`src/rtl/apb_bus_arbiter.sv`:
```
// apb_bus_arbiter
//   Shares one APB master port between two requesters (0 = controller core,
//   1 = loader/debug port). Round-robin arbitration, SETUP/ACCESS sequencing,
//   one-hot slave select decoded from the top address bits, and a PREADY
//   timeout so a dead slave cannot hang the controller.
//
// Ports
//   i_clk, i_rst            clock (rising edge), synchronous active-high reset
//   i_req_valid/write       per-requester request and direction
//   i_req_addr/wdata        requester r packed at [r*W +: W]
//   o_req_ack               one-cycle pulse in the SETUP cycle of a grant
//   o_req_done              one-cycle pulse when the transfer finishes
//   o_req_rdata, o_req_err  result, valid with o_req_done, held otherwise
//   o_P*, i_P*              APB master signals
//   o_busy                  high whenever the FSM is not IDLE
module apb_bus_arbiter #(
  parameter int DATA_WIDTH = 16,
  parameter int ADDR_WIDTH = 16,
  parameter int SEL_WIDTH  = 2,
  parameter int TIMEOUT    = 15
) (
  input  logic                    i_clk,
  input  logic                    i_rst,
  input  logic [1:0]              i_req_valid,
  input  logic [1:0]              i_req_write,
  input  logic [2*ADDR_WIDTH-1:0] i_req_addr,
  input  logic [2*DATA_WIDTH-1:0] i_req_wdata,
  output logic [1:0]              o_req_ack,
  output logic [1:0]              o_req_done,
  output logic [DATA_WIDTH-1:0]   o_req_rdata,
  output logic                    o_req_err,
  output logic [ADDR_WIDTH-1:0]   o_PADDR,
  output logic [SEL_WIDTH-1:0]    o_PSEL,
  output logic                    o_PENABLE,
  output logic                    o_PWRITE,
  output logic [DATA_WIDTH-1:0]   o_PWDATA,
  input  logic                    i_PREADY,
  input  logic [DATA_WIDTH-1:0]   i_PRDATA,
  input  logic                    i_PSLVERR,
  output logic                    o_busy
);

  localparam int IDX_W = (SEL_WIDTH > 1) ? $clog2(SEL_WIDTH) : 1;

  typedef enum logic [1:0] {IDLE = 2'd0, SETUP = 2'd1, ACCESS = 2'd2} state_t;

  state_t                state, state_nx;
  logic                  last_grant;  // requester granted most recently
  logic                  cur;         // requester owning the current transfer
  logic                  bad_sel;     // current transfer decoded to no slave
  logic [7:0]            cnt;         // ACCESS wait cycles seen so far
  logic                  any_valid, gnt, timeout, finish, arb, sel_ok;
  logic [ADDR_WIDTH-1:0] g_addr;
  logic [IDX_W-1:0]      idx;
  logic [SEL_WIDTH-1:0]  sel_oh;

  always_comb begin
    any_valid = |i_req_valid;
    // Both valid: alternate. One valid: that one.
    gnt       = (&i_req_valid) ? ~last_grant : i_req_valid[1];
    g_addr    = gnt ? i_req_addr[ADDR_WIDTH +: ADDR_WIDTH] : i_req_addr[0 +: ADDR_WIDTH];
    idx       = (SEL_WIDTH > 1) ? g_addr[ADDR_WIDTH-1 -: IDX_W] : '0;
    // Only reachable as false when SEL_WIDTH is not a power of two.
    sel_ok    = 32'(idx) < SEL_WIDTH;
    sel_oh    = sel_ok ? (SEL_WIDTH'(1) << idx) : '0;
    // Timeout fires on the TIMEOUT-th ACCESS edge without PREADY.
    timeout   = (state == ACCESS) && !i_PREADY && (cnt == 8'(TIMEOUT - 1));
    finish    = (state == ACCESS) && (i_PREADY || timeout);
    arb       = any_valid && ((state == IDLE) || finish);

    state_nx = state;
    case (state)
      IDLE:    if (any_valid) state_nx = SETUP;
      SETUP:   state_nx = bad_sel ? IDLE : ACCESS;
      ACCESS:  if (finish) state_nx = any_valid ? SETUP : IDLE;
      default: state_nx = IDLE;
    endcase
  end

  always_ff @(posedge i_clk) begin
    if (i_rst) state <= IDLE;
    else       state <= state_nx;
  end

  always_ff @(posedge i_clk) begin
    if (i_rst) begin
      o_req_ack   <= '0;
      o_req_done  <= '0;
      o_req_rdata <= '0;
      o_req_err   <= 1'b0;
      o_PADDR     <= '0;
      o_PSEL      <= '0;
      o_PENABLE   <= 1'b0;
      o_PWRITE    <= 1'b0;
      o_PWDATA    <= '0;
      o_busy      <= 1'b0;
      last_grant  <= 1'b1;
      cur         <= 1'b0;
      bad_sel     <= 1'b0;
      cnt         <= '0;
    end else begin
      o_req_ack  <= '0;
      o_req_done <= '0;
      o_busy     <= (state_nx != IDLE);

      case (state)
        SETUP: begin
          if (bad_sel) begin
            // No slave to talk to: report an error straight away.
            o_req_done[cur] <= 1'b1;
            o_req_rdata     <= '0;
            o_req_err       <= 1'b1;
            o_PSEL          <= '0;
          end else begin
            o_PENABLE <= 1'b1;
            cnt       <= '0;
          end
        end
        ACCESS: begin
          if (finish) begin
            o_req_done[cur] <= 1'b1;
            o_req_rdata     <= (timeout || o_PWRITE) ? '0 : i_PRDATA;
            o_req_err       <= timeout ? 1'b1 : i_PSLVERR;
            o_PENABLE       <= 1'b0;
            o_PSEL          <= '0;  // overridden below on a back-to-back grant
          end else begin
            cnt <= cnt + 8'd1;
          end
        end
        default: ;
      endcase

      if (arb) begin
        cur            <= gnt;
        last_grant     <= gnt;
        o_req_ack[gnt] <= 1'b1;
        o_PADDR        <= g_addr;
        o_PWDATA       <= gnt ? i_req_wdata[DATA_WIDTH +: DATA_WIDTH] : i_req_wdata[0 +: DATA_WIDTH];
        o_PWRITE       <= i_req_write[gnt];
        o_PSEL         <= sel_oh;
        o_PENABLE      <= 1'b0;
        bad_sel        <= !sel_ok;
      end
    end
  end

endmodule
```
`config.mk`:
```
export PLATFORM = sky130hd
export DESIGN_NAME = apb_bus_arbiter
export DESIGN_NICKNAME = d
export VERILOG_FILES = /design/src/rtl/apb_bus_arbiter.sv
export SDC_FILE = /design/constraint.sdc
export NUM_CORES = 1
export LEC_CHECK = 0
export BUFFER_PORTS_ARGS = -buffer_cell sky130_fd_sc_hd__clkbuf_2
export CORE_ASPECT_RATIO = 0.7
export CORE_MARGIN = 8
export CORE_UTILIZATION = 43
export CTS_BUF_LIST = sky130_fd_sc_hd__clkbuf_8
export DETAILED_ROUTE_END_ITERATION = 10
export PLACE_DENSITY = 0.79
export SYNTH_ARGS = -nofsm -noshare
export SYNTH_HDL_FRONTEND = slang
export SYNTH_SLANG_ARGS = --single-unit
export TNS_END_PERCENT = 1
```
`constraint.sdc`:
```
create_clock -name i_clk -period 1.6 [get_ports i_clk]
set_input_delay 0.24 -clock i_clk [delete_from_list [all_inputs] [get_ports i_clk]]
set_output_delay 0.24 -clock i_clk [all_outputs]
set_load 0.05 [all_outputs]
```
==> results.toml <==
[clock_network]
cts_made_buffers = 9
hold_buffers = 0
cts_tree = "yes"
cts_buffer_depth = 2
clkLatencyLatePin_ns = 0.35
clkTransAtPathRegs_ns = 0.08
cts_root_buf = "clkbuf_8"
clkSinkCount = 70
htreeDepth = 3

[sta]
final_max_slew_viol_count = 0
finalSetupViolCount = 44
rsz0062_at_grt = "true"
period_share_pct = 106.9
finalCriticalPeriod_ns = 1.710
fin_worst_skew_ns = 0.005938
whs_ns = 0.09282
tightest_slew_ns = 0.4601
hold_violations = 0
max_slew_margin_pct = 69.26
worst_slack_ns = -0.1101
timing.fmax_mhz = 584.8

[layout]
drive_gt1_share_pct = 46.44
fillCellCount = 594
syn_to_final_growth_pct = 43.00
fin_area_um2 = 4228
fin_nets = 535
diodes = 0
final_cells = 544

[synth]
syn_inst = 286
ys_seq_elements = 70
synth_top_cells_by_area = "dfxtp_1, mux2i_1, a211oi_1, a21oi_1, a22o_1"
synth_flop_cell = "dfxtp_1"
synth_cell_type_count = 41
synthArstFlopShare_pct = 0
netlist_area_um2 = 2957
syn_nets = 376
synth_area_per_cell_um2 = 10.34
synth_top_area_share_pct = 47.40
synth_enable_flop_cells = 0
synth.yosys.warnings = 0
synth_largest_area_cell = "dfxtp_1"
ys_seq_area_share_pct = 47.40

[floorplanning]
die-area_um2 = 9828
core_um2 = 6694
rows = 25
fp.dieW_um = 115.1
fp.dieH_um = 85.38
ioPinCount = 146
floorplan.initialDensity_pct = 44.17

[placed_design]
dp_hpwl_mm = 6.826
gp_congestion = 0.8681
port_buffers = 145
dp.cells = 525
place_area_um2 = 3887

[critical_path]
endpoint_kind = "flip-flop"
critPathArrivalTime_ns = 1.94
cp.required_ns = 1.83
worst-setup-path-type = "reg -> reg"
r2r-end = "o_PADDR[9]"
r2r_start = "cnt[5]"
reg2reg_setup_slack_ns = -0.11
startpoint_type = "flip-flop"
r2r_cells = 5
worstPathMaxFanout = 22

[job]
drv_cap = 0

[detailed_routing]
ant_nets = 0
drt_wl_total_mm = 9.087
drt_iter0_markers = 121
vias = 2851
viasPerCell = 5.241
drt-wirelength-per-cell_um = 16.70
drc_errors = 0
drtPass1Iterations = 4

[global_route]
grt_max_degree = 39
overflow = 0
antenna_found_initial = 0
grt_pass1_wl_mm = 14.47
track_usage_pct = 18.37
grt_pass1_vias = 3021

[outcome]
status = "complete, but fails checks"
violations = "negative setup slack"

[worst_hold_path]
hold_path.startpoint = "i_PRDATA[13]"
hold_depth = 2
hold_class = "in -> reg"
whs_endpoint = "o_req_rdata[13]"

[pwr]
p_leak_nw = 1.983
ir_drop_v = 0.0005990
power_density_nw_per_um2 = 1130
-- critical path, stage by stage (launching register included) --
cell and delay, ns:
dfxtp_1 0.31, or4_4 0.54, o221ai_4 0.24, and2_4 0.23, buf_12 0.17, a211oi_1 0.09
-- worst max-delay path by stage --
| stage | from | endpoint | slack, ns | cells past startpoint |
|---|---|---|---|---|
| after CTS | cnt[5] | o_PADDR[13] | -0.13 | 5 |
| after floorplan | state[0] | o_PADDR[10] | -0.09 | 7 |
| after global placement | cnt[5] | o_PSEL[0] | -0.13 | 5 |
| after global routing | cnt[5] | o_PWDATA[2] | -0.21 | 6 |
| after detailed placement | cnt[5] | o_PSEL[1] | -0.20 | 5 |
| final | cnt[5] | o_PADDR[9] | -0.11 | 5 |
-- area by class of cell --
cell class	count	area, um^2	share of cell area, %
Timing Repair Buffer	174	1001	23.68
Tap cell	94	117.6	2.782
Clock inverter	6	85.08	2.012
Multi-Input combinational cell	184	1463	34.60
Sequential cell	70	1401	33.15
Clock buffer	10	137.6	3.255
Inverter	6	22.52	0.5327
-- state kept, by name, summed over array words and instances (netlist names) --
name	cells
o_PADDR	16
o_PWDATA	16
o_req_rdata	16
cnt	8
o_PSEL	2
o_req_ack	2
o_req_done	2
state	2
cur	1
last_grant	1
o_PENABLE	1
o_PWRITE	1
o_busy	1
o_req_err	1
-- where the power goes --
group          total [mW]  switching (mW)  leakage [nW]  internal (mW)
Combinational        1.24           0.822          1.30          0.415
Sequential           1.95          0.0736         0.575           1.87
Clock                1.59           0.678         0.108          0.914
Total                4.78            1.57          1.98           3.20
-- cell families (layout without fill, tap and decap cells) --
kind of cell / Yosys count / count (layout) / synth area share, %
adders and majority gates: 2 / 2 / 0.8462
muxes: 33 / 33 / 11.17
and+or+nand+nor: 37 / 37 / 7.533
xor gates and xnor gates: 6 / 6 / 1.777
DFF: 70 / 70 / 47.40
AOI/OAI and AO/OA: 106 / 106 / 25.65
buffers and inverters: 32 / 196 / 5.628
-- cells in the mapped netlist, types with 2 or more instances --
| cell | n |
|---|---|
| or2_2 | 3 |
| buf_2 | 7 |
| nor3_1 | 2 |
| nand2_1 | 2 |
| o211a_1 | 2 |
| buf_4 | 6 |
| clkbuf_1 | 11 |
| mux2i_1 | 33 |
| a21oi_1 | 34 |
| o2111ai_1 | 4 |
| inv_1 | 6 |
| a22o_1 | 16 |
| ha_1 | 2 |
| and4_1 | 2 |
| a211oi_1 | 33 |
| xor2_1 | 6 |
| a32o_1 | 2 |
| nor2_1 | 9 |
| dfxtp_1 | 70 |
| and2_1 | 5 |
| o211ai_1 | 4 |
| o21ai_1 | 3 |
| or3_1 | 2 |
| buf_6 | 2 |
| nor2b_1 | 4 |
-- cells in the final DEF (no fill, tap or decap), drive strengths merged --
| master | synthesis | final |
|---|---|---|
| ha | 2 | 2 |
| o211ai | 4 | 4 |
| o211a | 2 | 2 |
| clkinvlp | 0 | 2 |
| dfxtp | 70 | 70 |
| a21oi | 35 | 35 |
| nor3b | 1 | 1 |
| nor2 | 9 | 9 |
| or3 | 2 | 2 |
| and2 | 5 | 5 |
| nand2 | 2 | 2 |
| nand3 | 1 | 1 |
| o221ai | 1 | 1 |
| a32o | 2 | 2 |
| clkbuf | 11 | 155 |
| a31oi | 1 | 1 |
| a211oi | 33 | 33 |
| o2111ai | 4 | 4 |
| buf | 15 | 29 |
| a22o | 16 | 16 |
| nor3 | 2 | 2 |
| and4 | 2 | 2 |
| or4 | 1 | 1 |
| mux2i | 33 | 33 |
| a21boi | 1 | 1 |
| clkinv | 0 | 2 |
| nand4 | 1 | 1 |
| nor2b | 4 | 4 |
| inv | 6 | 6 |
| xor2 | 6 | 6 |
| nand2b | 1 | 1 |
| or2 | 3 | 3 |
| o21ai | 5 | 5 |
| nand4b | 1 | 1 |
| bufinv | 0 | 2 |
| o41ai | 1 | 1 |
| nor4b | 1 | 1 |
| a311oi | 1 | 1 |
| nor4 | 1 | 1 |
-- what timing repair did --
action,in CTS,in global routing
setup buffers,3,0
gates resized for setup,10,8
pin swaps,14,14
hold endpoints to repair,0,0
cloned,0,0
endpoints found under the setup margin,58,63
-- layer usage --
| metal | vias to the layer above | wire length [um] | global-route usage (%) |
|---|---|---|---|
| met3 | 7 | 712 | 7.442 |
| met5 | - | 0 | 0 |
| met4 | 0 | 64 | 6.295 |
| li1 | 1404 | - | - |
| met2 | 110 | 4375 | 30.32 |
| met1 | 1330 | 3934 | 21.03 |
-- metrics by stage --
stage | setup slack, ns | TNS (ns) | power (mW) | utilization (%)
final | -0.1101 | -3.493 | 4.777 | 63.16
after global routing | -0.2100 | -7.546 | 4.976 | 63.16
after CTS | -0.1256 | -3.490 | 4.799 | 62.58
after detailed placement | -0.1965 | -7.780 | 3.165 | 58.07
after global placement | -0.1306 | -5.578 | 3.137 | 58.07
after floorplan | -0.08573 | -3.222 | 2.815 | -
Power figures use the tool's default switching activity.
